==> config.mk <==
export PLATFORM = sky130hd
export DESIGN_NAME = ex_mem_stage
export DESIGN_NICKNAME = d
export VERILOG_FILES = /design/src/rtl/ex_mem_stage.sv
export SDC_FILE = /design/constraint.sdc
export NUM_CORES = 1
export LEC_CHECK = 0
export ABC_CLOCK_PERIOD_IN_PS = 2850
export CORE_AREA = 2 2 139 141
export CTS_BUF_LIST = sky130_fd_sc_hd__clkbuf_16
export DETAILED_ROUTE_END_ITERATION = 16
export DIE_AREA = 0 0 141 143
export HOLD_SLACK_MARGIN = 0.08
export PLACE_DENSITY = 0.67
export SKIP_LAST_GASP = 1
export SLEW_MARGIN = 20
export SYNTH_ARGS = -nofsm -noshare
export SYNTH_HDL_FRONTEND = slang
export SYNTH_SLANG_ARGS = --single-unit
==> constraint.sdc <==
create_clock -name Clock -period 2.85 [get_ports Clock]
set_input_delay 0.57 -clock Clock [delete_from_list [all_inputs] [get_ports Clock]]
set_output_delay 0.57 -clock Clock [all_outputs]
set_load 0.01 [all_outputs]
==> src/rtl/ex_mem_stage.sv <==
// rtl/ex_mem_stage.sv - EX/MEM pipeline register with skid buffer, flush and stall counter
//
// Purpose:
//   Two-entry pipeline stage between EX and MEM. The main entry drives the
//   outputs; the skid entry absorbs one extra transfer so that InReady can be
//   a pure register with no combinational path from OutReady.
//
// Parameters:
//   DATA_W  width of ALU result and store data
//   REG_W   width of destination register index
//   CNT_W   width of the saturating stall counter
//
// Ports:
//   Clock, Reset                 rising-edge clock, synchronous active-high reset
//   Flush                        drop both held entries and the current input
//   InValid / InReady            upstream (EX) handshake, InReady registered
//   MemWriteIn .. RegWriteIn     control bits from EX
//   WriteRegisterIn              destination register index
//   ALUResultIn, StoreDataIn     payload from EX
//   MemWriteOut .. StoreDataOut  payload of the main entry toward MEM
//   OutValid / OutReady          downstream (MEM) handshake
//   StallCount                   saturating count of OutValid & ~OutReady cycles
//
// Optional feature (macro EX_MEM_STAGE_FWD_EN):
//   FwdSrcA, FwdSrcB             source register indices to compare
//   FwdHitA, FwdHitB             forwarding hit per source
//   FwdData                      value to forward (ALUResultOut)

module ex_mem_stage #(
   parameter int DATA_W = 32,
   parameter int REG_W  = 5,
   parameter int CNT_W  = 16
) (
   input  logic              Clock,
   input  logic              Reset,
   input  logic              Flush,
   input  logic              InValid,
   output logic              InReady,
   input  logic              MemWriteIn,
   input  logic              MemReadIn,
   input  logic              BranchIn,
   input  logic              MemToRegIn,
   input  logic              RegWriteIn,
   input  logic [REG_W-1:0]  WriteRegisterIn,
   input  logic [DATA_W-1:0] ALUResultIn,
   input  logic [DATA_W-1:0] StoreDataIn,
   output logic              MemWriteOut,
   output logic              MemReadOut,
   output logic              BranchOut,
   output logic              MemToRegOut,
   output logic              RegWriteOut,
   output logic [REG_W-1:0]  WriteRegisterOut,
   output logic [DATA_W-1:0] ALUResultOut,
   output logic [DATA_W-1:0] StoreDataOut,
   output logic              OutValid,
   input  logic              OutReady,
   output logic [CNT_W-1:0]  StallCount
`ifdef EX_MEM_STAGE_FWD_EN
   ,
   input  logic [REG_W-1:0]  FwdSrcA,
   input  logic [REG_W-1:0]  FwdSrcB,
   output logic              FwdHitA,
   output logic              FwdHitB,
   output logic [DATA_W-1:0] FwdData
`endif
);

   // Packed entry layout, MSB first:
   //   MemWrite, MemRead, Branch, MemToReg, RegWrite, WriteRegister, ALUResult, StoreData
   localparam int PW       = 5 + REG_W + 2 * DATA_W;
   localparam int SD_LSB   = 0;
   localparam int ALU_LSB  = DATA_W;
   localparam int WREG_LSB = 2 * DATA_W;
   localparam int RW_BIT   = 2 * DATA_W + REG_W;
   localparam int M2R_BIT  = RW_BIT + 1;
   localparam int BR_BIT   = RW_BIT + 2;
   localparam int MR_BIT   = RW_BIT + 3;
   localparam int MW_BIT   = RW_BIT + 4;

   logic [PW-1:0]    in_entry;
   logic [PW-1:0]    main_entry;
   logic [PW-1:0]    skid_entry;
   logic             main_valid;
   logic             skid_valid;
   logic             in_ready_q;
   logic [CNT_W-1:0] stall_cnt;

   logic             accept;
   logic             rel;
   logic             stall;
   logic             stall_sat;

   assign in_entry = {MemWriteIn, MemReadIn, BranchIn, MemToRegIn, RegWriteIn,
                      WriteRegisterIn, ALUResultIn, StoreDataIn};

   assign accept    = InValid & in_ready_q;
   assign rel       = main_valid & OutReady;
   assign stall     = main_valid & ~OutReady;
   assign stall_sat = (stall_cnt == {CNT_W{1'b1}});

   // Entry storage and handshake state.
   // in_ready_q always equals ~skid_valid; it is kept as its own flop so the
   // upstream ready is a clean register output.
   always_ff @(posedge Clock) begin
      if (Reset) begin
         main_entry <= '0;
         skid_entry <= '0;
         main_valid <= 1'b0;
         skid_valid <= 1'b0;
         in_ready_q <= 1'b1;
      end else if (Flush) begin
         // Payload is left in place; invalidation alone hides it because
         // the side-effecting control outputs are gated with OutValid.
         main_valid <= 1'b0;
         skid_valid <= 1'b0;
         in_ready_q <= 1'b1;
      end else if (rel) begin
         if (skid_valid) begin
            // Skid refills main; no accept is possible here since
            // in_ready_q is low whenever the skid entry is full.
            main_entry <= skid_entry;
            skid_valid <= 1'b0;
            in_ready_q <= 1'b1;
         end else if (accept) begin
            main_entry <= in_entry;
         end else begin
            main_valid <= 1'b0;
         end
      end else if (accept) begin
         if (main_valid) begin
            skid_entry <= in_entry;
            skid_valid <= 1'b1;
            in_ready_q <= 1'b0;
         end else begin
            main_entry <= in_entry;
            main_valid <= 1'b1;
         end
      end
   end

   // Stall counter ignores Flush so flush storms still show up as stalls.
   always_ff @(posedge Clock) begin
      if (Reset) begin
         stall_cnt <= '0;
      end else if (stall && !stall_sat) begin
         stall_cnt <= stall_cnt + 1'b1;
      end
   end

   assign InReady          = in_ready_q;
   assign OutValid         = main_valid;
   assign StallCount       = stall_cnt;

   assign MemWriteOut      = main_valid & main_entry[MW_BIT];
   assign MemReadOut       = main_valid & main_entry[MR_BIT];
   assign BranchOut        = main_valid & main_entry[BR_BIT];
   assign MemToRegOut      = main_entry[M2R_BIT];
   assign WriteRegisterOut = main_entry[WREG_LSB +: REG_W];
   assign ALUResultOut     = main_entry[ALU_LSB +: DATA_W];
   assign StoreDataOut     = main_entry[SD_LSB +: DATA_W];

   // Register 0 is hardwired, so a write to it is never reported.
   assign RegWriteOut      = main_valid & main_entry[RW_BIT] &
                             (main_entry[WREG_LSB +: REG_W] != '0);

`ifdef EX_MEM_STAGE_FWD_EN
   // Loads (MemToReg) are excluded: their data is not known until after MEM.
   logic fwd_ok;
   assign fwd_ok  = OutValid & RegWriteOut & ~MemToRegOut;
   assign FwdHitA = fwd_ok & (WriteRegisterOut == FwdSrcA);
   assign FwdHitB = fwd_ok & (WriteRegisterOut == FwdSrcB);
   assign FwdData = ALUResultOut;
`endif

endmodule

Yosys cells after proc, flatten, opt, wreduce, memory -nomap -nowiden
Index checks and enable logic that the tools add are counted.
- reductions and logical operators: 13
- eq/ne operators: 5
- div/mod/pow operators: 0
- multiply operators: 0
- shifts and indexed selects: 0
- $add $sub $neg: 1
- multiplexer cells: 13
- magnitude comparators: 0
- bitwise logic cells: 11
- operator list (cell ; count):
    $mux W74 ; 5
    $add A16 B1 Y16 const B ; 1
    $eq A16 B16 Y1 const B ; 1
    $and A1 B1 Y1 ; 8
    $mux W1 ; 8
    $reduce_and A4 Y1 ; 2
    $ne A2 B2 Y1 const B ; 3
    $reduce_and A3 Y1 ; 2
    $reduce_bool A2 Y1 ; 3
    $reduce_bool A5 Y1 ; 1
    $not A1 Y1 ; 3
    $reduce_or A3 Y1 ; 1
    $ne A2 B1 Y1 const B ; 1
    $reduce_and A2 Y1 ; 1
    $reduce_or A2 Y1 ; 1
    $logic_and A1 B1 Y1 ; 1
    $logic_not A1 Y1 ; 1
- bits in latches: 0
- output and inout port bits: 92
- ROM bits: 0
- flip-flop bits (word level): 167
- memory bits (writable): 0
- input port bits: 79
- logic and storage cells: 49
- memories: 0

Longest topological paths before layout
Gate-level depths: netlist of run 1.
- word-level depth: 4
- depth in mapped cells: 8

Worst setup path after synthesis of run 1
OpenSTA, ideal clock, no wires.
- path kind: reg-to-reg
- start: reg stall_cnt[8], in the netlist StallCount[8]
- end: reg stall_cnt[15], in the netlist StallCount[15]
- stages on the path, launching flop included: 5
- setup slack: 1.084 ns
- data required time: 2.780 ns
- period minus slack after synthesis: 1.766 ns
- setup time: 0.070 ns
- arrival time: 1.696 ns
- cells stage by stage: dfxtp_1 > nand4_4 > or3_4 > or4_1 > a21oi_1
- cells in the longest elaborated chain, start to end: 3
- RTL lines (item ; RTL line ; RTL):
    from (decl) ; 86 ; logic [CNT_W-1:0] stall_cnt;
    from (signal assigned) ; 146 ; stall_cnt <= stall_cnt + 1'b1;
    branches (longest 3 deep; another with $add A16 B1 Y16) ; - ;
Parallel ways; which one is timed is not known.
A chain may end at the register's enable or synchronous reset.

Final worst setup path of run 1
- start: reg main_entry[64]
- end: out RegWriteOut
- cells in the longest elaborated chain, start to end: 2
- RTL lines (item ; RTL line ; RTL):
    from (decl) ; 81 ; logic [PW-1:0] main_entry;
    from (signal assigned) ; 121 ; main_entry <= skid_entry;
    from (signal assigned) ; 125 ; main_entry <= in_entry;
    from (signal assigned) ; 135 ; main_entry <= in_entry;
    $reduce_bool A5 Y1 ; 164 ; (main_entry[WREG_LSB +: REG_W] != '0);
    $and A1 B1 Y1 ; 163 ; assign RegWriteOut = main_valid & main_entry[RW_BIT] &
    to (decl) ; 51 ; output logic RegWriteOut,
Every way passes these cells.

==> results of run 1 <==
[flip-flops by register name (all words and copies together) (netlist names)]
| name | count |
|---|---|
| main_entry | 74 |
| skid_entry | 74 |
| StallCount | 16 |
| InReady | 1 |
| OutValid | 1 |
| skid_valid | 1 |
[cell usage in the layout, fill, tap and decap left out, types with 4 or more instances in the layout]
| cell | count |
|---|---|
| nand2_1 | 155 |
| a21oi_1 | 85 |
| buf_4 | 5 |
| dfxtp_1 | 167 |
| nand3_1 | 10 |
| clkinv_1 | 4 |
| nor3_1 | 6 |
| o31ai_1 | 5 |
| or4_1 | 4 |
| bufinv_16 | 7 |
| nor2b_1 | 5 |
| clkbuf_16 | 17 |
| mux2i_1 | 75 |
| a211oi_1 | 75 |
| nor2_1 | 82 |
| buf_12 | 7 |
| clkdlybuf4s50_1 | 169 |
[power by group]
part | internal, mW | switching [mW] | total, mW
sequential | 2.42 | 0.0473 | 2.46
combinational | 0.302 | 0.246 | 0.548
clock | 1.72 | 0.924 | 2.65
total | 4.44 | 1.22 | 5.66
[cells by family after synthesis]
group / Yosys count / share of synthesized area (%)
AND/OR/NAND/NOR: 292 / 17.5
AO/OA/AOI/OAI: 175 / 15.0
flip-flops: 167 / 45.7
buffers and inverters: 131 / 10.8
multiplexers: 79 / 10.9
adder cells (fa/ha/maj): 1 / 0.171
[path summary, 6_finish.rpt]
kind	startpoint	endpoint	slack (ns)	cells after the start
max reg2reg	OutValid	StallCount[13]	0.73	5
max	main_entry[64]	RegWriteOut	0.40	3
min	skid_entry[50]	skid_entry[50]	0.45	2
min reg2reg	skid_entry[50]	skid_entry[50]	0.45	2
[critical path, stage by stage (launching register included)]
cell             delay (ns)
dfxtp_1                0.32
or3_1                  0.37
o311a_1                0.29
clkdlybuf4s50_1        0.48
[layer usage]
metal,global-route usage [%],routed length (um)
met5,0,0
met4,5.37,195
met2,25.6,7600
met1,22.5,7850
met3,3.79,685
[through the flow]
step                setup WS [ns]  instance area (um^2)  power, mW  cells  utilization, %
detailed placement          0.326                  8720       3.07   1130            46.9
CTS                         0.366                  9400       5.74   1162            50.6
floorplan                    1.08                  7320       2.84    845               -
global route                0.320                  9400       5.88   1162            50.6
finish                      0.404                  9400       5.66   1162            50.6
global placement            0.385                  8720       3.07   1130            46.9
[layout make-up]
type	instances	area share (%)
Sequential cell	167	35.6
Multi-Input combinational cell	547	34.1
Tap cell	234	3.11
Clock inverter	15	2.73
Inverter	1	0.0399
Timing Repair Buffer	181	19.9
Clock buffer	17	4.53
==> results.toml, run 1 <==
[floorplanning]
die_x_um = 141
die_area_um2 = 20200
initial_core_util_pct = 39.4
core_area_um2 = 18600
dieHeight_um = 143
io_pins = 171
rows = 50

[drt]
post_drt_via_cell_ratio = 4.97
routedWlPerCell_um = 14.1
detail_route.first_pass.iterations = 4
wl_mm = 16.3
drt-initial-drc-count = 240
ant_nets = 0
route.vias.total = 5779
drc = 0

[timing]
relSlewSlack_pct = 62.0
tns_ns = 0
worstMarginPinSlew_ns = 0.571
rsz0062_at_grt = "false"
setup_viol = 0
final_max_slew_viol_count = 0
min_period_over_period_pct = 85.8
fmax_mhz = 409
fin_hold_ws_ns = 0.451
finalCriticalPeriod_ns = 2.45
hold_viol_final = 0
skew_ns = 0.0125

[cells_and_area]
area_growth_pct = 28.4
antennaDiodeCount = 0
multi_input_area_um2 = 3210
final_nets = 995
fillCellCount = 1730
drive_above_1_share_pct = 5.93
area.sequential_um2 = 3340

[cts]
ctsHoldBuffers = 0
cts_root_buf = "clkbuf_16"
path_clk_slew_ns = 0.06
postCtsResizedCells = 0
cts_tree = "yes"
cts_num_sinks = 167
htree_num_levels = 4
clkLatencyLatePin_ns = 0.42
clockBufferDepth = 2
numCtsBuffers = 17
post_cts_buffers = 0

[logic_synthesis]
synth.most_common_cell = "dfxtp_1"
syn_avg_cell_area_um2 = 8.66
ys_async_sr_fraction_pct = 0
synth_area_um2 = 7320
yosysTopAreaCell = "dfxtp_1"
synth_common_cells = "dfxtp_1, nand2_1, a21oi_1"
syn-instance-count = 845
synth_edf_count = 0
yosys.area.top_type_share_pct = 45.7
synth_warnings = 0
ys_seq_area_share_pct = 45.7
ys_types = 43
synth_seq_cells = 167
ys_top_cells_by_area = "dfxtp_1, mux2i_1, nand2_1"
synth_nets = 925
synth-main-ff-cell = "dfxtp_1"

[placed_design]
port_buffers = 170
place_hpwl_mm = 10.8
place.gp.congestion = 0.793

[worst_setup_path]
worstPathMaxFanout = 3
required_ns = 2.28
critPathLaunchType = "flop"
crit_type = "flop to output pin"
end_kind = "output pin"
crit_arrival_ns = 1.88

[pwr]
p_per_area_nw_per_um2 = 602
leakage_nw = 3.72
ir_drop_mv = 0.389

[job]
max_cap_viol_count = 0

[status]
status = "completed"

[global_route]
grt_usage_pct = 16.4
grt_max_degree = 103
antenna_found_initial = 0
grt_pass1_vias = 5271
gr-total-overflow = 0
grt_pass1_wl_mm = 26.6

[min_path]
worstHoldPathType = "flop to flop"
Power figures use the tool's default switching activity.
==> run 2, diff against run 1 <==
Settings changed: CELL_PAD_IN_SITES_DETAIL_PLACEMENT set to 1, CELL_PAD_IN_SITES_GLOBAL_PLACEMENT set to 1, PLACE_DENSITY 0.67 to 0.86.
==> results.toml, run 2 (synthesis gave the netlist of run 1 again) <==
[cts]
cts_tree = "yes"
post_cts_buffers = 0
postCtsResizedCells = 0
numCtsBuffers = 17
path_clk_slew_ns = 0.07
clockBufferDepth = 2
cts_num_sinks = 167
clkLatencyLatePin_ns = 0.42
htree_num_levels = 4
cts_root_buf = "clkbuf_16"
ctsHoldBuffers = 0

[pwr]
leakage_nw = 3.70
total_power_mw = 5.50
p_per_area_nw_per_um2 = 588
ir_drop_mv = 0.404

[timing]
worstMarginPinSlew_ns = 0.573
rsz0062_at_grt = "false"
relSlewSlack_pct = 61.7
finalCriticalPeriod_ns = 2.45
setup_viol = 0
fin_hold_ws_ns = 0.455
hold_viol_final = 0
final_max_slew_viol_count = 0
skew_ns = 0.00685
min_period_over_period_pct = 85.9
fmax_mhz = 408
tns_ns = 0

[drt]
wl_mm = 19.5
detail_route.first_pass.iterations = 4
routedWlPerCell_um = 16.7
ant_nets = 0
route.vias.total = 6123
drc = 0
drt-initial-drc-count = 220
post_drt_via_cell_ratio = 5.24

[global_route]
grt_pass1_wl_mm = 31.6
gr-total-overflow = 0
grt_max_degree = 81
grt_usage_pct = 19.6
antenna_found_initial = 0
grt_pass1_vias = 6394

[worst_setup_path]
rr_worst_depth = 4
r2r_end = "StallCount[9]"
worstPathMaxFanout = 3
crit_type = "flop to output pin"
critPathLaunchType = "flop"
worstReg2RegStart = "OutValid"
crit_arrival_ns = 1.88
required_ns = 2.28
end_kind = "output pin"
reg2reg_slack_ns = 0.60

[floorplanning]
initial_core_util_pct = 39.4
io_pins = 171
die_x_um = 141
dieHeight_um = 143
rows = 50
die_area_um2 = 20200
core_area_um2 = 18600

[min_path]
worstHoldStart = "skid_entry[41]"
whs_path_depth = 2
worstHoldPathType = "flop to flop"
hold_end = "skid_entry[41]"

[cells_and_area]
stdcell_count = 1168
antennaDiodeCount = 0
multi_input_area_um2 = 3210
layout_common_cells = "clkdlybuf4s50_1, dfxtp_1, nand2_1, a21oi_1, nor2_1"
fillCellCount = 2128
area.sequential_um2 = 3340
area_growth_pct = 27.9
drive_above_1_share_pct = 6.75
final_nets = 1001
layout_commonest_cell = "clkdlybuf4s50_1"

[placed_design]
dp.cells = 1136
place_hpwl_mm = 12.9
port_buffers = 170
place.gp.congestion = 0.785

[job]
max_cap_viol_count = 0

[status]
status = "completed"
-- run 2: cell types whose count changed in the layout (fill, tap and decap cells not counted), sizes merged --
cell	before	now
clkinv	8	3
clkinvlp	0	3
inv	1	6
bufinv	7	4
buf	12	18
-- run 2: layout make-up --
type	instances	share of cell area, %
clock buffers	17	4.54
inverters	1	0.0401
clock inverters	15	2.12
repair buffers	187	20.2
multi-input cells	547	34.3
flip-flops and latches	167	35.7
well taps	234	3.13
-- run 2: through the flow --
stage          setup slack (ns)  util, %  area, um^2
2_1_floorplan              1.08        -        7320
6_report                  0.402     50.4        9360
5_1_grt                   0.333     50.4        9360
3_3_place_gp              0.401     47.0        8740
4_1_cts                   0.369     50.4        9360
3_5_place_dp              0.191     47.0        8740
-- run 2: worst max-delay path by stage --
stage              startpoint  depth (start not counted)              to
4_1_cts        main_entry[64]                          3     RegWriteOut
5_1_grt        main_entry[64]                          3     RegWriteOut
6_report       main_entry[64]                          3     RegWriteOut
3_3_place_gp         OutReady                          5  StallCount[11]
2_1_floorplan   StallCount[8]                          4  StallCount[15]
3_5_place_dp         OutReady                          5   StallCount[9]
-- run 2: routing by layer --
layer | share of wire (%) | routed length (um) | GRT usage (%)
met1 | 44 | 8530 | 23.0
met2 | 50 | 9840 | 35.1
met3 | 3.7 | 725 | 4.19
met4 | 2.2 | 431 | 7.79
met5 | 0 | 0 | 0
-- run 2: worst max-delay path: stages (launching register included) --
cell and delay [ns]:
dfxtp_1 0.32, or3_1 0.36, o311a_1 0.29, clkdlybuf4s50_1 0.48
-- run 2: power by group --
part | internal (mW) | total, mW | switching, mW
logic | 0.302 | 0.559 | 0.258
clock network | 1.47 | 2.48 | 1.00
registers | 2.42 | 2.47 | 0.0511
